$ cat src/rtl/pong_game_controller_if.sv
// Player inputs and renderer-facing game state for the Pong controller.
// The slave modport is the controller and the master modport is whoever drives the buttons.
interface pong_game_controller_if;
  logic       frame_tick;
  logic       start;
  logic       left_up;
  logic       left_down;
  logic       right_up;
  logic       right_down;
  logic [9:0] ball_loc_x;
  logic [9:0] ball_loc_y;
  logic [9:0] left_paddle_loc;
  logic [9:0] right_paddle_loc;
  logic [3:0] left_score;
  logic [3:0] right_score;
  logic       game_over;
  logic [1:0] state;

  modport master (
    output frame_tick, start, left_up, left_down, right_up, right_down,
    input  ball_loc_x, ball_loc_y, left_paddle_loc, right_paddle_loc,
    input  left_score, right_score, game_over, state
  );

  modport slave (
    input  frame_tick, start, left_up, left_down, right_up, right_down,
    output ball_loc_x, ball_loc_y, left_paddle_loc, right_paddle_loc,
    output left_score, right_score, game_over, state
  );
endinterface

$ cat src/rtl/pong_game_controller.sv
// Pong game sequencer: serve pause, ball and paddle motion, collisions, scoring and win detection.
// Objects advance once per frame_tick, so the outputs stay stable while the renderer scans out.
module pong_game_controller #(
  parameter int FIELD_X_BEGIN = 20,
  parameter int FIELD_X_END   = 619,
  parameter int FIELD_Y_BEGIN = 20,
  parameter int FIELD_Y_END   = 459,
  parameter int PADDLE_H      = 48,
  parameter int PADDLE_W      = 8,
  parameter int PADDLE_GAP    = 8,
  parameter int BALL_SIZE     = 8,
  parameter int BALL_SPEED    = 2,
  parameter int PADDLE_SPEED  = 4,
  parameter int WIN_SCORE     = 9,
  parameter int SERVE_FRAMES  = 60
) (
  input logic clk,
  input logic reset,
  pong_game_controller_if.slave bus
);
  typedef enum logic [1:0] {IDLE = 2'd0, SERVE = 2'd1, PLAY = 2'd2, OVER = 2'd3} state_t;

  localparam int LPX  = FIELD_X_BEGIN + PADDLE_GAP;
  localparam int RPX  = FIELD_X_END - PADDLE_GAP - PADDLE_W + 1;
  localparam int CX   = (FIELD_X_BEGIN + FIELD_X_END + 1) / 2 - BALL_SIZE / 2;
  localparam int CY   = (FIELD_Y_BEGIN + FIELD_Y_END + 1) / 2 - BALL_SIZE / 2;
  localparam int PC   = (FIELD_Y_BEGIN + FIELD_Y_END + 1) / 2 - PADDLE_H / 2;
  localparam int PMAX = FIELD_Y_END + 1 - PADDLE_H;
  localparam int CW   = $clog2(SERVE_FRAMES + 1);

  localparam logic signed [11:0] K_SPD = 12'(BALL_SPEED);
  localparam logic signed [11:0] K_BS  = 12'(BALL_SIZE);
  localparam logic signed [11:0] K_PH  = 12'(PADDLE_H);
  localparam logic signed [11:0] K_LF  = 12'(LPX + PADDLE_W);
  localparam logic signed [11:0] K_RPX = 12'(RPX);
  localparam logic signed [11:0] K_FX0 = 12'(FIELD_X_BEGIN);
  localparam logic signed [11:0] K_FX1 = 12'(FIELD_X_END);
  localparam logic signed [11:0] K_FY0 = 12'(FIELD_Y_BEGIN);
  localparam logic signed [11:0] K_FY1 = 12'(FIELD_Y_END);

  state_t          state_reg, state_next;
  logic [9:0]      bx_reg, bx_next, by_reg, by_next;
  logic [9:0]      lp_reg, lp_next, rp_reg, rp_next;
  logic [3:0]      ls_reg, ls_next, rs_reg, rs_next;
  logic            dir_x_reg, dir_x_next;  // 1 = moving right
  logic            dir_y_reg, dir_y_next;  // 1 = moving down
  logic [CW-1:0]   cnt_reg, cnt_next;

  logic signed [11:0] bx_s, by_s, lp_s, rp_s, nx, ny;
  logic               v_l, v_r, hit_l, hit_r, score_l, score_r;

  function automatic logic [9:0] paddle_step(input logic [9:0] loc, input logic up, input logic down);
    paddle_step = loc;
    if (up && !down)
      paddle_step = ({1'b0, loc} < 11'(FIELD_Y_BEGIN + PADDLE_SPEED)) ? 10'(FIELD_Y_BEGIN)
                                                                     : 10'({1'b0, loc} - 11'(PADDLE_SPEED));
    else if (down && !up)
      paddle_step = ({1'b0, loc} + 11'(PADDLE_SPEED) > 11'(PMAX)) ? 10'(PMAX)
                                                                 : 10'({1'b0, loc} + 11'(PADDLE_SPEED));
  endfunction

  assign bx_s = signed'({2'b00, bx_reg});
  assign by_s = signed'({2'b00, by_reg});
  assign lp_s = signed'({2'b00, lp_reg});
  assign rp_s = signed'({2'b00, rp_reg});
  assign nx   = dir_x_reg ? bx_s + K_SPD : bx_s - K_SPD;
  assign ny   = dir_y_reg ? by_s + K_SPD : by_s - K_SPD;

  // Collision tests use the paddle positions from before this frame's paddle move.
  assign v_l     = (by_s + K_BS - 12'sd1 >= lp_s) && (by_s <= lp_s + K_PH - 12'sd1);
  assign v_r     = (by_s + K_BS - 12'sd1 >= rp_s) && (by_s <= rp_s + K_PH - 12'sd1);
  assign hit_l   = !dir_x_reg && (bx_s >= K_LF) && (nx <= K_LF - 12'sd1) && v_l;
  assign hit_r   = dir_x_reg && (bx_s + K_BS - 12'sd1 <= K_RPX - 12'sd1) &&
                   (nx + K_BS - 12'sd1 >= K_RPX) && v_r;
  assign score_r = !dir_x_reg && !hit_l && (nx < K_FX0);
  assign score_l = dir_x_reg && !hit_r && (nx + K_BS - 12'sd1 > K_FX1);

  always_ff @(posedge clk or posedge reset) begin
    if (reset) begin
      state_reg <= IDLE;
      bx_reg    <= 10'(CX);
      by_reg    <= 10'(CY);
      lp_reg    <= 10'(PC);
      rp_reg    <= 10'(PC);
      ls_reg    <= '0;
      rs_reg    <= '0;
      dir_x_reg <= 1'b1;
      dir_y_reg <= 1'b1;
      cnt_reg   <= '0;
    end else begin
      state_reg <= state_next;
      bx_reg    <= bx_next;
      by_reg    <= by_next;
      lp_reg    <= lp_next;
      rp_reg    <= rp_next;
      ls_reg    <= ls_next;
      rs_reg    <= rs_next;
      dir_x_reg <= dir_x_next;
      dir_y_reg <= dir_y_next;
      cnt_reg   <= cnt_next;
    end
  end

  always_comb begin
    state_next = state_reg;
    bx_next    = bx_reg;
    by_next    = by_reg;
    lp_next    = lp_reg;
    rp_next    = rp_reg;
    ls_next    = ls_reg;
    rs_next    = rs_reg;
    dir_x_next = dir_x_reg;
    dir_y_next = dir_y_reg;
    cnt_next   = cnt_reg;
    unique case (state_reg)
      IDLE: if (bus.start) begin
        state_next = SERVE;
        cnt_next   = '0;
      end
      SERVE: if (bus.frame_tick) begin
        lp_next  = paddle_step(lp_reg, bus.left_up, bus.left_down);
        rp_next  = paddle_step(rp_reg, bus.right_up, bus.right_down);
        cnt_next = cnt_reg + 1'b1;
        if (cnt_reg == CW'(SERVE_FRAMES - 1)) state_next = PLAY;
      end
      PLAY: if (bus.frame_tick) begin
        lp_next = paddle_step(lp_reg, bus.left_up, bus.left_down);
        rp_next = paddle_step(rp_reg, bus.right_up, bus.right_down);
        if (ny + K_BS - 12'sd1 >= K_FY1) begin
          by_next    = 10'(FIELD_Y_END - BALL_SIZE + 1);
          dir_y_next = 1'b0;
        end else if (ny <= K_FY0) begin
          by_next    = 10'(FIELD_Y_BEGIN);
          dir_y_next = 1'b1;
        end else begin
          by_next = ny[9:0];
        end
        if (hit_l) begin
          bx_next    = 10'(LPX + PADDLE_W);
          dir_x_next = 1'b1;
        end else if (hit_r) begin
          bx_next    = 10'(RPX - BALL_SIZE);
          dir_x_next = 1'b0;
        end else begin
          bx_next = nx[9:0];
        end
        // A point recentres the ball and serves it toward the player who conceded.
        if (score_l || score_r) begin
          bx_next    = 10'(CX);
          by_next    = 10'(CY);
          dir_x_next = score_l;
          dir_y_next = 1'b1;
          cnt_next   = '0;
          if (score_l) begin
            ls_next    = ls_reg + 4'd1;
            state_next = (ls_reg + 4'd1 == 4'(WIN_SCORE)) ? OVER : SERVE;
          end else begin
            rs_next    = rs_reg + 4'd1;
            state_next = (rs_reg + 4'd1 == 4'(WIN_SCORE)) ? OVER : SERVE;
          end
        end
      end
      OVER: if (bus.start) begin
        state_next = SERVE;
        bx_next    = 10'(CX);
        by_next    = 10'(CY);
        lp_next    = 10'(PC);
        rp_next    = 10'(PC);
        ls_next    = '0;
        rs_next    = '0;
        dir_x_next = 1'b1;
        dir_y_next = 1'b1;
        cnt_next   = '0;
      end
    endcase
  end

  always_comb begin
    bus.ball_loc_x       = bx_reg;
    bus.ball_loc_y       = by_reg;
    bus.left_paddle_loc  = lp_reg;
    bus.right_paddle_loc = rp_reg;
    bus.left_score       = ls_reg;
    bus.right_score      = rs_reg;
    bus.game_over        = (state_reg == OVER);
    bus.state            = state_reg;
  end
endmodule
$ cat src/flat_wrapper.sv
// flat-port wrapper written by rule: the top's interface ports become plain ports
module pong_game_controller_flat 
#(
  parameter int FIELD_X_BEGIN = 20,
  parameter int FIELD_X_END   = 619,
  parameter int FIELD_Y_BEGIN = 20,
  parameter int FIELD_Y_END   = 459,
  parameter int PADDLE_H      = 48,
  parameter int PADDLE_W      = 8,
  parameter int PADDLE_GAP    = 8,
  parameter int BALL_SIZE     = 8,
  parameter int BALL_SPEED    = 2,
  parameter int PADDLE_SPEED  = 4,
  parameter int WIN_SCORE     = 9,
  parameter int SERVE_FRAMES  = 60
)
  (clk, reset, bus_frame_tick, bus_start, bus_left_up, bus_left_down, bus_right_up, bus_right_down, bus_ball_loc_x, bus_ball_loc_y, bus_left_paddle_loc, bus_right_paddle_loc, bus_left_score, bus_right_score, bus_game_over, bus_state);
  pong_game_controller_if bus_i ();
  input logic clk;
  input logic reset;
  input wire logic [$bits(bus_i.frame_tick)-1:0] bus_frame_tick;
  input wire logic [$bits(bus_i.start)-1:0] bus_start;
  input wire logic [$bits(bus_i.left_up)-1:0] bus_left_up;
  input wire logic [$bits(bus_i.left_down)-1:0] bus_left_down;
  input wire logic [$bits(bus_i.right_up)-1:0] bus_right_up;
  input wire logic [$bits(bus_i.right_down)-1:0] bus_right_down;
  output wire logic [$bits(bus_i.ball_loc_x)-1:0] bus_ball_loc_x;
  output wire logic [$bits(bus_i.ball_loc_y)-1:0] bus_ball_loc_y;
  output wire logic [$bits(bus_i.left_paddle_loc)-1:0] bus_left_paddle_loc;
  output wire logic [$bits(bus_i.right_paddle_loc)-1:0] bus_right_paddle_loc;
  output wire logic [$bits(bus_i.left_score)-1:0] bus_left_score;
  output wire logic [$bits(bus_i.right_score)-1:0] bus_right_score;
  output wire logic [$bits(bus_i.game_over)-1:0] bus_game_over;
  output wire logic [$bits(bus_i.state)-1:0] bus_state;
  assign bus_i.frame_tick = bus_frame_tick;
  assign bus_i.start = bus_start;
  assign bus_i.left_up = bus_left_up;
  assign bus_i.left_down = bus_left_down;
  assign bus_i.right_up = bus_right_up;
  assign bus_i.right_down = bus_right_down;
  assign bus_ball_loc_x = bus_i.ball_loc_x;
  assign bus_ball_loc_y = bus_i.ball_loc_y;
  assign bus_left_paddle_loc = bus_i.left_paddle_loc;
  assign bus_right_paddle_loc = bus_i.right_paddle_loc;
  assign bus_left_score = bus_i.left_score;
  assign bus_right_score = bus_i.right_score;
  assign bus_game_over = bus_i.game_over;
  assign bus_state = bus_i.state;
  pong_game_controller #(.FIELD_X_BEGIN(FIELD_X_BEGIN), .FIELD_X_END(FIELD_X_END), .FIELD_Y_BEGIN(FIELD_Y_BEGIN), .FIELD_Y_END(FIELD_Y_END), .PADDLE_H(PADDLE_H), .PADDLE_W(PADDLE_W), .PADDLE_GAP(PADDLE_GAP), .BALL_SIZE(BALL_SIZE), .BALL_SPEED(BALL_SPEED), .PADDLE_SPEED(PADDLE_SPEED), .WIN_SCORE(WIN_SCORE), .SERVE_FRAMES(SERVE_FRAMES)) u_core (.clk(clk), .reset(reset), .bus(bus_i));
endmodule
$ cat config.mk
export PLATFORM = sky130hd
export DESIGN_NAME = pong_game_controller_flat
export DESIGN_NICKNAME = d
export VERILOG_FILES = /design/src/rtl/pong_game_controller_if.sv /design/src/rtl/pong_game_controller.sv /design/src/flat_wrapper.sv
export SDC_FILE = /design/constraint.sdc
export NUM_CORES = 1
export LEC_CHECK = 0
export ABC_AREA = 0
export BUFFER_PORTS_ARGS = -buffer_cell sky130_fd_sc_hd__buf_2
export CORE_ASPECT_RATIO = 1.75
export CORE_MARGIN = 4
export CORE_UTILIZATION = 55
export CTS_CLUSTER_DIAMETER = 60
export DETAILED_ROUTE_END_ITERATION = 8
export PLACE_DENSITY = 0.75
export SYNTH_ARGS = -nofsm -noshare
export SYNTH_HDL_FRONTEND = slang
export SYNTH_SLANG_ARGS = --single-unit
export TNS_END_PERCENT = 20
$ cat constraint.sdc
create_clock -name clk -period 5.57 [get_ports clk]
set_input_delay 0 -clock clk [delete_from_list [all_inputs] [get_ports clk]]
set_output_delay 0 -clock clk [all_outputs]
set_load 0.03 [all_outputs]
==> results_dict.tcl, run 1 <==
set metrics [dict create \
    yosysWarnings 0 \
    synth_edf_count 0 \
    synth_flop_cell "dfrtp_1" \
    fin_crit_ps 4690 \
    fin_util 0.604 \
    mostFrequentLayoutCells "ha_1 (66), nor2_1 (64), nand2_1 (57)" \
    netlist_area_mm2 0.00637 \
    post-cts-setup-buffers 0 \
    intPower_uw 1680 \
    arrival_ps 4920 \
    hp-start "bus_left_down" \
    hold_end "u_core.bus.left_paddle_loc[8]" \
    status "completed" \
    power_density_mw_per_mm2 546 \
    vias_per_cell 6.69 \
    yosys.area.top_type "ha_1" \
    path_max_fanout 16 \
    dp_slack_ps 1000 \
    p_leak_uw 0.00284 \
    reg2reg_depth 17 \
    cp-startpoint "u_core.bus.right_paddle_loc[3]" \
    grt_pass1_wl_mm 31.2 \
    setup_viol 0 \
    holdBufCountCts 1 \
    vias 6349 \
    place.gp.congestion 0.988 \
    die_area_mm2 0.0134 \
    clk_latency_ps 310 \
    syn_inst 792 \
    hold_class "input pin to flop" \
    p_clk_frac 0.090 \
    grt_pass1_vias 6303 \
    p_total_uw 3700 \
    worstReg2RegStart "u_core.bus.right_paddle_loc[3]" \
    cts_buffers 5 \
    grt_max_degree 53 \
    seqPwrFrac 0.213 \
    synthArstFlopShare 1.00 \
    cts-resized-gates 0 \
    setup_ws_ps 881 \
    tightest_slew_ps 964 \
    cts_tree "built" \
    grt_setup_unrepaired "no" \
    ios 59 \
    drc 0 \
    gr-total-overflow 0 \
    syn_to_final_growth_pct 6.48 \
    cp.required_ps 5800 \
    rows 51 \
    synth_top_area_frac 0.130 \
    fin_nets 890 \
    slew-limit-headroom 0.350 \
    avgSynthCellArea_um2 8.04 \
    drv_cap 0 \
    ant_nets 0 \
    synthTopCellsByArea "ha_1 (13%), dfrtp_1 (13%), dfstp_2 (8.3%)" \
    cts.sinks 52 \
    hold_path_depth 4 \
    r2r-end "u_core.bus.ball_loc_y[2]" \
    die_w_um 89.3 \
    pwr-share-comb 0.698 \
    skew_ps 9.72 \
    crit_path_end_kind "flop" \
    fin_crit_sh 0.842 \
    die_y_um 150 \
    clkTransAtPathRegs_ps 80 \
    antenna_found_initial 0 \
    antenna_cells 0 \
    core_mm2 0.0112 \
    synth_cell_type_count 87 \
    dr.pass1.iters 5 \
    final_common_cell "ha_1" \
    hpwl_mm 14.8 \
    startpoint_type "flop" \
    critPathKind "flop to flop" \
    first_iter_violations 430 \
    ys_seq_area_frac 0.208 \
    vdd_drop_max_mv 0.307 \
    finalHoldViolCount 0 \
    start_util 0.567 \
    layout-drive-gt1-share 0.143 \
    portBuffers 52 \
    max_freq_mhz 213 \
    tns_ps 0 \
    htree_levels 2 \
    maxSlewViolCount 0 \
    ys_ff_latch 52 \
    cts-root-buf "clkbuf_16" \
    routed_wl_mm 19.3 \
    rrSetupSlack_ps 880 \
    detail_route.wl_per_cell_um 20.3 \
    cts_buffer_depth 2 \
    track_usage 0.293 \
    swShare 0.547 \
    netSwitchingPower_uw 2030 \
]
-- worst max-delay path, cell delays in order (launching register included) --
cell,delay (ps)
dfstp_2,620
inv_1,110
ha_1,230
nand2b_1,200
nand2_1,150
mux2i_1,210
o22ai_1,110
xnor2_1,140
ha_1,230
nor4_1,300
o211ai_1,130
a21oi_1,170
a21oi_1,80
or3_1,420
a2111oi_4,360
nor2_2,240
or3_1,520
o32a_1,380
-- metrics by stage --
| stage | hold WS [ps] | cell area [um2] | std cells |
|---|---|---|---|
| 2_1_floorplan | 309 | 6390 | 797 |
| 3_3_place_gp | 228 | 6620 | 940 |
| 3_5_place_dp | 235 | 6620 | 940 |
| 4_1_cts | 187 | 6780 | 949 |
| 5_1_grt | 244 | 6780 | 949 |
| 6_report | 189 | 6780 | 949 |
-- power by group through the flow --
stage	Combinational, uW	Sequential, uW	Clock [uW]
2_1_floorplan	1840	825	0
3_5_place_dp	2540	786	0
4_1_cts	2560	780	341
5_1_grt	2840	815	352
3_3_place_gp	2480	776	0
6_report	2580	787	332
-- Yosys cell counts, drive strengths merged, types with 6 or more instances --
cell type  count
ha            66
nor2          65
nand2         57
xnor2         45
o21ai         44
a21oi         39
inv           38
nand3         38
dfrtp         32
clkbuf        23
nor3          22
buf           20
dfstp         20
xor2          20
nand2b        16
nand4         16
or3           12
a31oi         11
nor2b         11
o211ai        11
and3           9
o21a           9
o31ai          9
mux2           8
mux2i          8
nor4           8
or4            8
a211oi         7
nand3b         6
o221ai         6
-- final cells by class --
| cell class | instances | area (um2) |
|---|---|---|
| flip-flops and latches | 52 | 1330 |
| clock buffers | 5 | 125 |
| clock inverters | 3 | 26.3 |
| fillers | 1082 | 4450 |
| multi-input cells | 661 | 4700 |
| well taps | 132 | 165 |
| inverters | 41 | 154 |
| repair buffers | 55 | 285 |
-- cells by family (layout without fill, tap and decap cells) --
logic type               Yosys count  after routing  share of synthesized area
AND/OR/NAND/NOR                  297            297                      0.246
XOR/XNOR                          65             65                     0.0918
buffers and inverters             84            104                     0.0576
adder cells (fa/ha/maj)           66             66                      0.130
AO/OA/AOI/OAI                    210            210                      0.236
other                              1              6                   0.000589
flip-flops                        52             52                      0.208
multiplexers                      17             17                     0.0303
-- layer usage --
layer | GRT usage | vias to the layer above | part of all wire
li1 | - | 2962 | -
met1 | 0.318 | 3049 | 0.36
met2 | 0.524 | 260 | 0.53
met3 | 0.0312 | 78 | 0.055
met4 | 0.179 | 0 | 0.062
met5 | 0 | - | 0
-- worst max-delay path by stage --
stage	slack, ps	end	cells past startpoint
after detailed placement	1000	u_core.bus.ball_loc_y[2]	17
final	880	u_core.bus.ball_loc_y[2]	17
after global routing	570	u_core.bus.ball_loc_y[2]	17
after global placement	1130	u_core.bus.ball_loc_y[2]	17
after CTS	950	u_core.bus.ball_loc_y[2]	17
after floorplan	1170	u_core.bus.ball_loc_y[2]	18
Note: power is estimated with default switching activity, not from simulation.
==> run 2: changes to the inputs <==
Settings changed: PLACE_DENSITY 0.75 to 0.78.
Clock period 5.57 ns to 4.1 ns, I/O delays scaled along.
==> results_dict.tcl, run 2 (same netlist as run 1, synthesis figures left out) <==
set metrics [dict create \
    hold_end "u_core.bus.left_paddle_loc[3]" \
    instances_no_fill 999 \
    setup_ws_ps 166 \
    die_y_um 150 \
    cts_buffers 5 \
    fill_cells 914 \
    clkTransAtPathRegs_ps 70 \
    drv_cap 0 \
    critPathMaxStageDelay_ps 530 \
    cts.sinks 52 \
    p_total_uw 5490 \
    worstPathCellList "inv_1 -> ha_2 -> buf_4 -> xor2_1 -> a31oi_1 -> nor2_1 -> xnor2_1 -> ha_1 -> nand2_1 -> a21oi_2 -> a221oi_2 -> a311oi_2 -> a211oi_2 -> o311a_1 -> buf_4 -> o31a_1 -> and2_4 -> o311ai_1" \
    seqPwrFrac 0.172 \
    gr-total-overflow 0 \
    cp_top_family "compound AO/OA/AOI/OAI gates" \
    pwr-share-comb 0.736 \
    track_usage 0.299 \
    fin_crit_ps 3930 \
    crit_buf_inv 3 \
    rrSetupSlack_ps 170 \
    portBuffers 52 \
    final_common_cell "nor2_1" \
    cts_buffer_depth 2 \
    skew_ps 6.30 \
    worstReg2RegStart "u_core.bus.left_paddle_loc[4]" \
    drc 0 \
    place_inst 977 \
    hpwl_mm 14.9 \
    die_w_um 89.3 \
    cts-root-buf "clkbuf_16" \
    core_mm2 0.0112 \
    vdd_drop_max_mv 0.509 \
    rows 51 \
    die_area_mm2 0.0134 \
    path_max_fanout 7 \
    grt_pass1_wl_mm 32.1 \
    max_freq_mhz 254 \
    p_leak_uw 0.00312 \
    dr.pass1.iters 6 \
    cp_slowest_cell "dfstp_2" \
    fin_util 0.654 \
    p_clk_frac 0.092 \
    start_util 0.567 \
    clk_latency_ps 300 \
    cp_common_cell "buf_4" \
    vias_per_cell 6.63 \
    power_density_mw_per_mm2 748 \
    slew-limit-headroom 0.422 \
    setup_viol 0 \
    fin_crit_sh 0.959 \
    syn_to_final_growth_pct 15.3 \
    dp_slack_ps 5.42 \
    grt_max_degree 53 \
    hp-start "bus_left_up" \
    grt_pass1_vias 6619 \
    cts_tree "built" \
    reg2reg_depth 18 \
    hold_class "input pin to flop" \
    cp.required_ps 4300 \
    detail_route.wl_per_cell_um 19.7 \
    intPower_uw 2600 \
    hold_path_depth 5 \
    ios 59 \
    layout-drive-gt1-share 0.230 \
    mostFrequentLayoutCells "nor2_1 (63), ha_1 (61), nand2_1 (56)" \
    htree_levels 2 \
    critPathKind "flop to flop" \
    fin_nets 940 \
    maxSlewViolCount 0 \
    routed_wl_mm 19.7 \
    first_iter_violations 455 \
    crit_path_end_kind "flop" \
    status "completed" \
    finalHoldViolCount 0 \
    arrival_ps 4130 \
    swShare 0.527 \
    tightest_slew_ps 858 \
    antenna_found_initial 0 \
    ant_nets 0 \
    vias 6621 \
    r2r-end "u_core.cnt_reg[4]" \
    place.gp.congestion 0.991 \
    antenna_cells 0 \
    startpoint_type "flop" \
    netSwitchingPower_uw 2900 \
]
run 2: worst max path at each step:
stage / from / to / slack [ps] / cells after the start
6_report: u_core.bus.left_paddle_loc[4] / u_core.cnt_reg[4] / 170 / 18
3_5_place_dp: u_core.bus.left_paddle_loc[4] / u_core.bus.ball_loc_y[8] / 5 / 16
4_1_cts: u_core.bus.right_paddle_loc[4] / u_core.bus.ball_loc_y[2] / 40 / 15
5_1_grt: u_core.bus.right_paddle_loc[3] / u_core.bus.left_score[1] / -40 / 17
2_1_floorplan: u_core.bus.right_paddle_loc[3] / u_core.bus.ball_loc_y[2] / 50 / 18
3_3_place_gp: u_core.bus.right_paddle_loc[3] / u_core.bus.ball_loc_y[2] / 130 / 17
run 2: through the flow:
| stage | setup TNS [ps] | hold WS, ps | area, um2 |
|---|---|---|---|
| 6_report | 0 | 193 | 7340 |
| 5_1_grt | -130 | 233 | 7340 |
| 4_1_cts | 0 | 185 | 7140 |
| 3_5_place_dp | 0 | 237 | 6960 |
| 3_3_place_gp | 0 | 230 | 6960 |
| 2_1_floorplan | 0 | 309 | 6490 |
run 2: routing by layer:
metal,up-vias,global-route usage,share of wire
met2,313,0.525,0.52
li1,3065,-,-
met3,82,0.0290,0.056
met1,3161,0.346,0.37
met5,-,0,0
met4,0,0.160,0.049
run 2: layout make-up:
type	count	area, um2	area share
inverter	41	154	0.0210
timing repair buffer	105	661	0.0900
clock buffer	6	129	0.0176
sequential	52	1330	0.181
tap	132	165	0.0225
multi-input combinational	661	4860	0.663
clock inverter	2	38.8	0.00528
run 2: repair_timing:
| action | 4_1_cts | 5_1_grt |
|---|---|---|
| pin swaps | 1 | 8 |
| endpoints found under the hold margin | 32 | 0 |
| setup buffers | 1 | 12 |
| endpoints found under the setup margin | 3 | 30 |
| hold buffers | 1 | 0 |
| gates resized for setup | 0 | 24 |
run 2: worst register-to-register path: cells and delay by family, from the launching register on:
family                     cells  cell delay (ps)
buffers and inverters          3              420
xor gates and xnor gates       2              270
AOI/OAI and AO/OA              8             1680
adders and majority gates      2              550
DFF                            1              530
and+or+nand+nor                3              380
run 2: power groups by stage:
stage | Combinational [uW] | Clock (uW) | Sequential (uW)
after detailed placement | 3790 | 0 | 952
after floorplan | 2590 | 0 | 1130
after CTS | 3830 | 512 | 943
after global routing | 4410 | 532 | 974
after global placement | 3680 | 0 | 941
final | 4040 | 505 | 947
